<file path="src/rtl/ej32_rsbr.sv">
// eJ32 return-stack and branching unit.
// Keeps the return stack as a registered top (r_o) plus an array of the
// entries below it, assembles two-byte branch offsets over two phases and
// resolves conditional, unconditional and donext (NEXT) branches.
//
// Handshake note: there is no valid/ready pairing here. Every enabled
// cycle consumes rs_cmd/br_cmd, and the two result strobes (ld_v, br_psel)
// are single-cycle pulses with no back-pressure; the consumer must sample
// them in the cycle they are high.
module ej32_rsbr #(
   parameter int DSZ   = 32,
   parameter int ASZ   = 17,
   parameter int DEPTH = 64,
   parameter int REL   = 1
) (
   input  logic                     clk,
   input  logic                     rst,
   input  logic                     en,
   input  logic [2:0]               rs_cmd,
   input  logic [DSZ-1:0]           rs_d,
   input  logic [7:0]               rs_idx,
   input  logic [1:0]               br_cmd,
   input  logic                     br_cond,
   input  logic                     phase,
   input  logic [7:0]               data,
   input  logic [ASZ-1:0]           p,
   input  logic                     flag_clr,
   output logic [DSZ-1:0]           r_o,
   output logic                     rz_o,
   output logic [DSZ-1:0]           ld_o,
   output logic                     ld_v,
   output logic [ASZ-1:0]           br_p_o,
   output logic                     br_psel,
   output logic [$clog2(DEPTH):0]   rp_o,
   output logic                     ovf,
   output logic                     udf
);

   localparam int AW = $clog2(DEPTH);
   localparam int CW = AW + 1;
   localparam int XW = CW + 8;
   localparam int TW = ASZ + 16;

   localparam logic [2:0] CMD_PUSH = 3'd1;
   localparam logic [2:0] CMD_POP  = 3'd2;
   localparam logic [2:0] CMD_MOVE = 3'd3;
   localparam logic [2:0] CMD_LOAD = 3'd4;
   localparam logic [2:0] CMD_NEXT = 3'd5;

   // Entries below the cached top; index 0 is the bottom of the stack.
   logic [DSZ-1:0] mem [0:DEPTH-2];
   logic [7:0]     hi;

   logic [DSZ-1:0] r_n, ld_n;
   logic [CW-1:0]  rp_n;
   logic           push_we, ovf_set, udf_set, ld_v_n, nx_taken, taken;
   logic [AW-1:0]  wr_idx, pop_idx, ld_idx;
   logic [XW-1:0]  rp_x, idx_x, ld_pos;
   logic [15:0]    off;
   logic [TW-1:0]  off_x, sum_x;
   logic [ASZ-1:0] target;

   assign rp_x    = XW'(rp_o);
   assign idx_x   = XW'(rs_idx);
   assign ld_pos  = rp_x - XW'(1) - idx_x;
   assign wr_idx  = AW'(rp_o - CW'(1));
   assign pop_idx = AW'(rp_o - CW'(2));
   assign ld_idx  = ld_pos[AW-1:0];

   // Branch target: the offset is {hi, data}; relative mode adds it sign-extended to p.
   assign off    = {hi, data};
   assign off_x  = (REL != 0) ? {{ASZ{off[15]}}, off} : {{ASZ{1'b0}}, off};
   assign sum_x  = (REL != 0) ? ({16'b0, p} + off_x) : off_x;
   assign target = sum_x[ASZ-1:0];

   // Stack command decode: next top, count, load result and error flags.
   always_comb begin
      r_n      = r_o;
      rp_n     = rp_o;
      ld_n     = ld_o;
      ld_v_n   = 1'b0;
      push_we  = 1'b0;
      ovf_set  = 1'b0;
      udf_set  = 1'b0;
      nx_taken = 1'b0;
      case (rs_cmd)
         CMD_PUSH: begin
            if (rp_o == CW'(DEPTH)) begin
               ovf_set = 1'b1;
            end else begin
               push_we = (rp_o != '0);
               r_n     = rs_d;
               rp_n    = rp_o + CW'(1);
            end
         end
         CMD_POP: begin
            if (rp_o == '0) begin
               udf_set = 1'b1;
            end else begin
               r_n  = (rp_o == CW'(1)) ? '0 : mem[pop_idx];
               rp_n = rp_o - CW'(1);
            end
         end
         CMD_MOVE: begin
            if (rp_o == '0) udf_set = 1'b1;
            else            r_n     = rs_d;
         end
         CMD_LOAD: begin
            ld_v_n = 1'b1;
            if (idx_x >= rp_x) begin
               ld_n    = '0;
               udf_set = 1'b1;
            end else if (rs_idx == 8'd0) begin
               ld_n = r_o;
            end else begin
               ld_n = mem[ld_idx];
            end
         end
         CMD_NEXT: begin
            // Only the resolving phase acts on the stack; rz_o mirrors r_o==0.
            if (phase) begin
               if (rp_o == '0) begin
                  udf_set = 1'b1;
               end else if (rz_o) begin
                  r_n  = (rp_o == CW'(1)) ? '0 : mem[pop_idx];
                  rp_n = rp_o - CW'(1);
               end else begin
                  r_n      = r_o - DSZ'(1);
                  nx_taken = 1'b1;
               end
            end
         end
         default: ;
      endcase
   end

   // Branch decision; NEXT overrides any concurrent br_cmd.
   always_comb begin
      taken = 1'b0;
      if (phase) begin
         if (rs_cmd == CMD_NEXT) taken = nx_taken;
         else                    taken = (br_cmd == 2'd2) || ((br_cmd == 2'd1) && br_cond);
      end
   end

   // Registered state: stack top/count, strobes, branch target and sticky flags.
   always_ff @(posedge clk or negedge rst) begin
      if (!rst) begin
         r_o     <= '0;
         rz_o    <= 1'b1;
         ld_o    <= '0;
         ld_v    <= 1'b0;
         br_p_o  <= '0;
         br_psel <= 1'b0;
         rp_o    <= '0;
         ovf     <= 1'b0;
         udf     <= 1'b0;
         hi      <= '0;
      end else if (!en) begin
         ld_v    <= 1'b0;
         br_psel <= 1'b0;
      end else begin
         r_o     <= r_n;
         rz_o    <= (r_n == '0);
         rp_o    <= rp_n;
         ld_o    <= ld_n;
         ld_v    <= ld_v_n;
         br_psel <= taken;
         if (taken) br_p_o <= target;
         if (!phase && ((br_cmd != 2'd0) || (rs_cmd == CMD_NEXT))) hi <= data;
         ovf <= ovf_set | (ovf & ~flag_clr);
         udf <= udf_set | (udf & ~flag_clr);
      end
   end

   // Spill the old top into the array on a push; contents need no reset.
   always_ff @(posedge clk) begin
      if (en && push_we) mem[wr_idx] <= r_o;
   end

endmodule

</file>
<file path="config.mk">
export PLATFORM = sky130hd
export DESIGN_NAME = ej32_rsbr
export DESIGN_NICKNAME = d
export VERILOG_FILES = /design/src/rtl/ej32_rsbr.sv
export SDC_FILE = /design/constraint.sdc
export NUM_CORES = 2
export LEC_CHECK = 0
export ABC_AREA = 0
export CAP_MARGIN = 10
export CORE_MARGIN = 4
export CORE_UTILIZATION = 45
export DETAILED_ROUTE_END_ITERATION = 16
export MAX_ROUTING_LAYER = met4
export SLEW_MARGIN = 30
export SYNTH_ARGS = -nofsm -noshare
export SYNTH_HDL_FRONTEND = slang
export SYNTH_SLANG_ARGS = --single-unit
export TNS_END_PERCENT = 20
</file>
<file path="constraint.sdc">
create_clock -name clk -period 10.73 [get_ports clk]
set_clock_uncertainty 0.15 [all_clocks]
set_input_delay 1.6095 -clock clk [delete_from_list [all_inputs] [get_ports clk]]
set_output_delay 1.6095 -clock clk [all_outputs]
set_load 0.03 [all_outputs]
</file>
==> run metrics <==
number of gates resized after CTS=0; CTS buffer count=214; start of the worst register-to-register path=rp_o[1]$_DFFE_PN0P_; post-route insts no fill=between 8000 and 9000; GR Util All Layers=0.3193; clock-pin transition on the worst setup and hold timing paths=~60 ps; register-to-register path setup slack=between 4000 and 5000 ps; final-stage net count=approximately 5700; leakage=roughly 36 nW; routed vias/inst=around 7.0; clock insertion delay at the later pin of the skew report=880 ps; via count of the first global-routing pass=roughly 61000; number of clock sinks=~2100; fraction of power consumed by the clock network=0.211; Worst path slowest cell=sky130_fd_sc_hd__fa_4; Cell Area, Placed=0.1075 mm²; unrepaired setup endpoints after global routing=no; highest clock frequency the design can meet=~0.15 GHz; antenna violations before repair=28; # setup viols final=0; final design instance area without fill=around 0.11 mm²; Cell Count Post-Placement=8386; reg2reg path depth=14; most area-consuming cells after synthesis=sky130_fd_sc_hd__edfxtp_1 (60%), sky130_fd_sc_hd__mux4_2 (25%), sky130_fd_sc_hd__dfrtp_1 (2.5%), sky130_fd_sc_hd__mux2i_1 (1.5%), sky130_fd_sc_hd__nor2_1 (0.98%); routability-driven placement congestion ratio=about 0.95; total length of routed wires=roughly 360000 µm; layout-stage area growth over the synthesis result=13.34%; initial core utilization=0.4519; Relative slew margins=0.2596; critical-path cell list=clkdlybuf4s50_1 > inv_1 > ha_1 > inv_1 > fa_4 > buf_12 > mux4_2 > mux4_2 > nor2b_1 > a211oi_2 > a211oi_1 > a21oi_1 > o21ai_0; number of enable-type register cells in the synthesized netlist=slightly above 2000; total number of placement rows=roughly 170; largest net degree at the start of global routing=120; required time of the worst setup path=around 11000 ps; Sw Ratio=0.4102; critical path's top delay family=adder cells; WHS Endpoint=br_p_o[15]$_DFFE_PN0P_; area share of the leading cell type in the synthesized netlist=0.5969; switching pwr=~15 mW; Period Utilization, post-route=0.6151; final setup TNS=0 ps; buffer levels on the longest clock path=3; vias post-DR=between 60000 and 70000; H-Tree Level Count=4; #FFs+latches synth=about 2100; DRC viols=0; data arrival time of the worst path=about 7000 ps; tightest hold margin=around 330 ps; cell type contributing the most total cell area after synthesis=sky130_fd_sc_hd__edfxtp_1; syn_nets=about 5600; number of DRC violations after detailed-routing iteration 0=between 9000 and 10000; post-synth design cell area=approximately 0.10 mm²; hold violation total from the final report=0; core box area=about 0.22 mm²; internal power=between 20 and 25 mW; die span in x=~480 µm; wire length of the first global-routing pass=498000 µm; buffer and inverter count on the worst path=4; portion of total power attributed to sequential cells=0.276; cell count after synthesis=5437; residual antenna-violating net count after detailed routing=0; transition at the pin with the smallest max-transition slack=1111 ps; worst-case vdd ir drop=approximately 550 µV; TritonCTS clock tree=built; overflow left after global routing=0; total count of max-transition violations in the final report=0; Max Fanout on Critical Path=119; count of input and output buffers=168; worst hold stages=2; average wire per cell in the routed design=~41 µm; Worst Setup SP=rs_idx[0]; Final min period=about 6600 ps; number of buffers inserted by post-CTS setup repair=0; share of the yosys chip area belonging to registers=0.6218; CP peak stage delay=between 1000 and 1500 ps; predominant post-synthesis flop cell=sky130_fd_sc_hd__edfxtp_1; Worst R2R End=rz_o$_DFFE_PN1P_; Pwr per Cell Area=around 330 mW/mm²; Setup Crit Path Kind=input port to register; proportion of layout cells with a drive suffix above 1=0.3202; HPWL Detailed=207200 µm; combinational cell fraction of total power=0.513; Die ar.=around 0.23 mm²; worst min path class=register to register; Yosys Warn Count=0; die boundary height=482.8 µm; Hold-fix buffers, CTS=0; number of distinct library cells after synthesis=93; sort of element at the start of the critical path=input port; Post-Synthesis Mean Instance Area=~19 µm²; Worst setup EP type=register; share of synthesized flip-flops with an asynchronous set or reset=0.04771; number of detailed-route iterations in the first pass=6; top-level I/O count=roughly 170; root buf cell=sky130_fd_sc_hd__clkbuf_16; result of the run=finished, final reports clean; reported max-cap violation count=0; startpoint of the tightest hold check path=br_p_o[15]$_DFFE_PN0P_
state kept, by name, indices dropped and copies added (netlist names):
name,cells
rz_o,1
ovf,1
r_o,32
br_p_o,17
hi,8
br_psel,1
rp_o,7
ld_v,1
udf,1
ld_o,32
mem,2016
cell usage in the layout (no fill, tap or decap), types with 114 or more instances in the layout:
master and n:
sky130_fd_sc_hd__clkdlybuf4s50_1 166, sky130_fd_sc_hd__mux4_2 1126, sky130_fd_sc_hd__a21oi_1 174, sky130_fd_sc_hd__o21ai_0 114, sky130_fd_sc_hd__edfxtp_1 2016, sky130_fd_sc_hd__buf_4 192, sky130_fd_sc_hd__mux2i_1 148, sky130_fd_sc_hd__nand2_1 259
sky130_fd_sc_hd__nor2_1 196, sky130_fd_sc_hd__clkbuf_16 217
worst max path at each step:
stage,to,slack [ps],cells past startpoint
after floorplan,mem[0][0]$_DFFE_PP_,5190,13
after global placement,ld_o[7]$_DFFE_PN0P_,2680,12
after detailed placement,ld_o[7]$_DFFE_PN0P_,3160,12
after CTS,ld_o[7]$_DFFE_PN0P_,4110,12
after global routing,ld_o[7]$_DFFE_PN0P_,3990,12
final,ld_o[7]$_DFFE_PN0P_,4130,13
worst min-delay path, cell delays in order, from the launching register on:
cell	delay (ps)
sky130_fd_sc_hd__dfrtp_1	340
sky130_fd_sc_hd__nand2_1	50
sky130_fd_sc_hd__o31ai_1	50
metal layers:
metal / vias up / track usage / share of wire
met3: 870 / 0.08789 / 0.13
li1: 23635 / - / -
met2: 4470 / 0.4609 / 0.45
met1: 32843 / 0.4238 / 0.37
met5: - / - / 0
met4: 0 / 0.1496 / 0.055
area by class of cell:
| class | instances | area [µm²] |
|---|---|---|
| Inverter | 43 | 161.4 |
| Clock buffer | 263 | 5663 |
| Antenna cell | 21 | 52.55 |
| Clock inverter | 138 | 1649 |
| Sequential cell | 2117 | 63110 |
| Multi-Input combinational cell | 2849 | 36920 |
| Timing Repair Buffer | 387 | 3647 |
| Tap cell | 2992 | 3744 |
| Fill cell | 17782 | 109500 |
cell families (layout without fill, tap and decap cells):
logic type                 Yosys count  in the layout  synth area share
AOI/OAI and AO/OA                  660            660           0.04351
xor gates and xnor gates            33             33          0.002924
adders and majority gates           38             38          0.004836
buffers and inverters              471            831           0.02124
DFF                               2117           2117            0.6218
muxes                             1308           1308            0.2695
other                                0             21                 0
and+or+nand+nor                    810            810           0.03615
synthesized netlist by cell type, drive strengths merged (12+ instances only):
cell and count:
a211o 12, a221oi 17, nor4 21, buf 194, o31ai 16, o211ai 14
nand3 94, and3 19, ha 36, a31oi 27, a21oi 177, nor2b 38
nor3 36, mux2 22, o22ai 32, a2111oi 13, mux4 1134, clkbuf 234
o21ai 117, dfrtp 100, nand4 25, nand2 262, mux2i 152, nor2 264
inv 42, edfxtp 2016, a211oi 101, xnor2 25, a22o 19
metrics by stage:
stage	worst slack, ps	utilization	total power, mW
2_1_floorplan	5194	-	22.22
3_3_place_gp	2684	0.4785	29.26
3_5_place_dp	3165	0.4789	29.34
4_1_cts	4111	0.5115	37.18
5_1_grt	3993	0.5121	38.55
6_report	4130	0.5121	37.43
power by group through the flow:
stage	clock network, mW	logic [mW]	registers, mW
final	7.89	19.2	10.3
after detailed placement	0	18.8	10.5
after CTS	7.98	18.9	10.3
after global routing	8.32	19.9	10.3
after global placement	0	18.8	10.5
after floorplan	0	11.4	10.9
No activity file was read; power rests on OpenSTA's default activity.
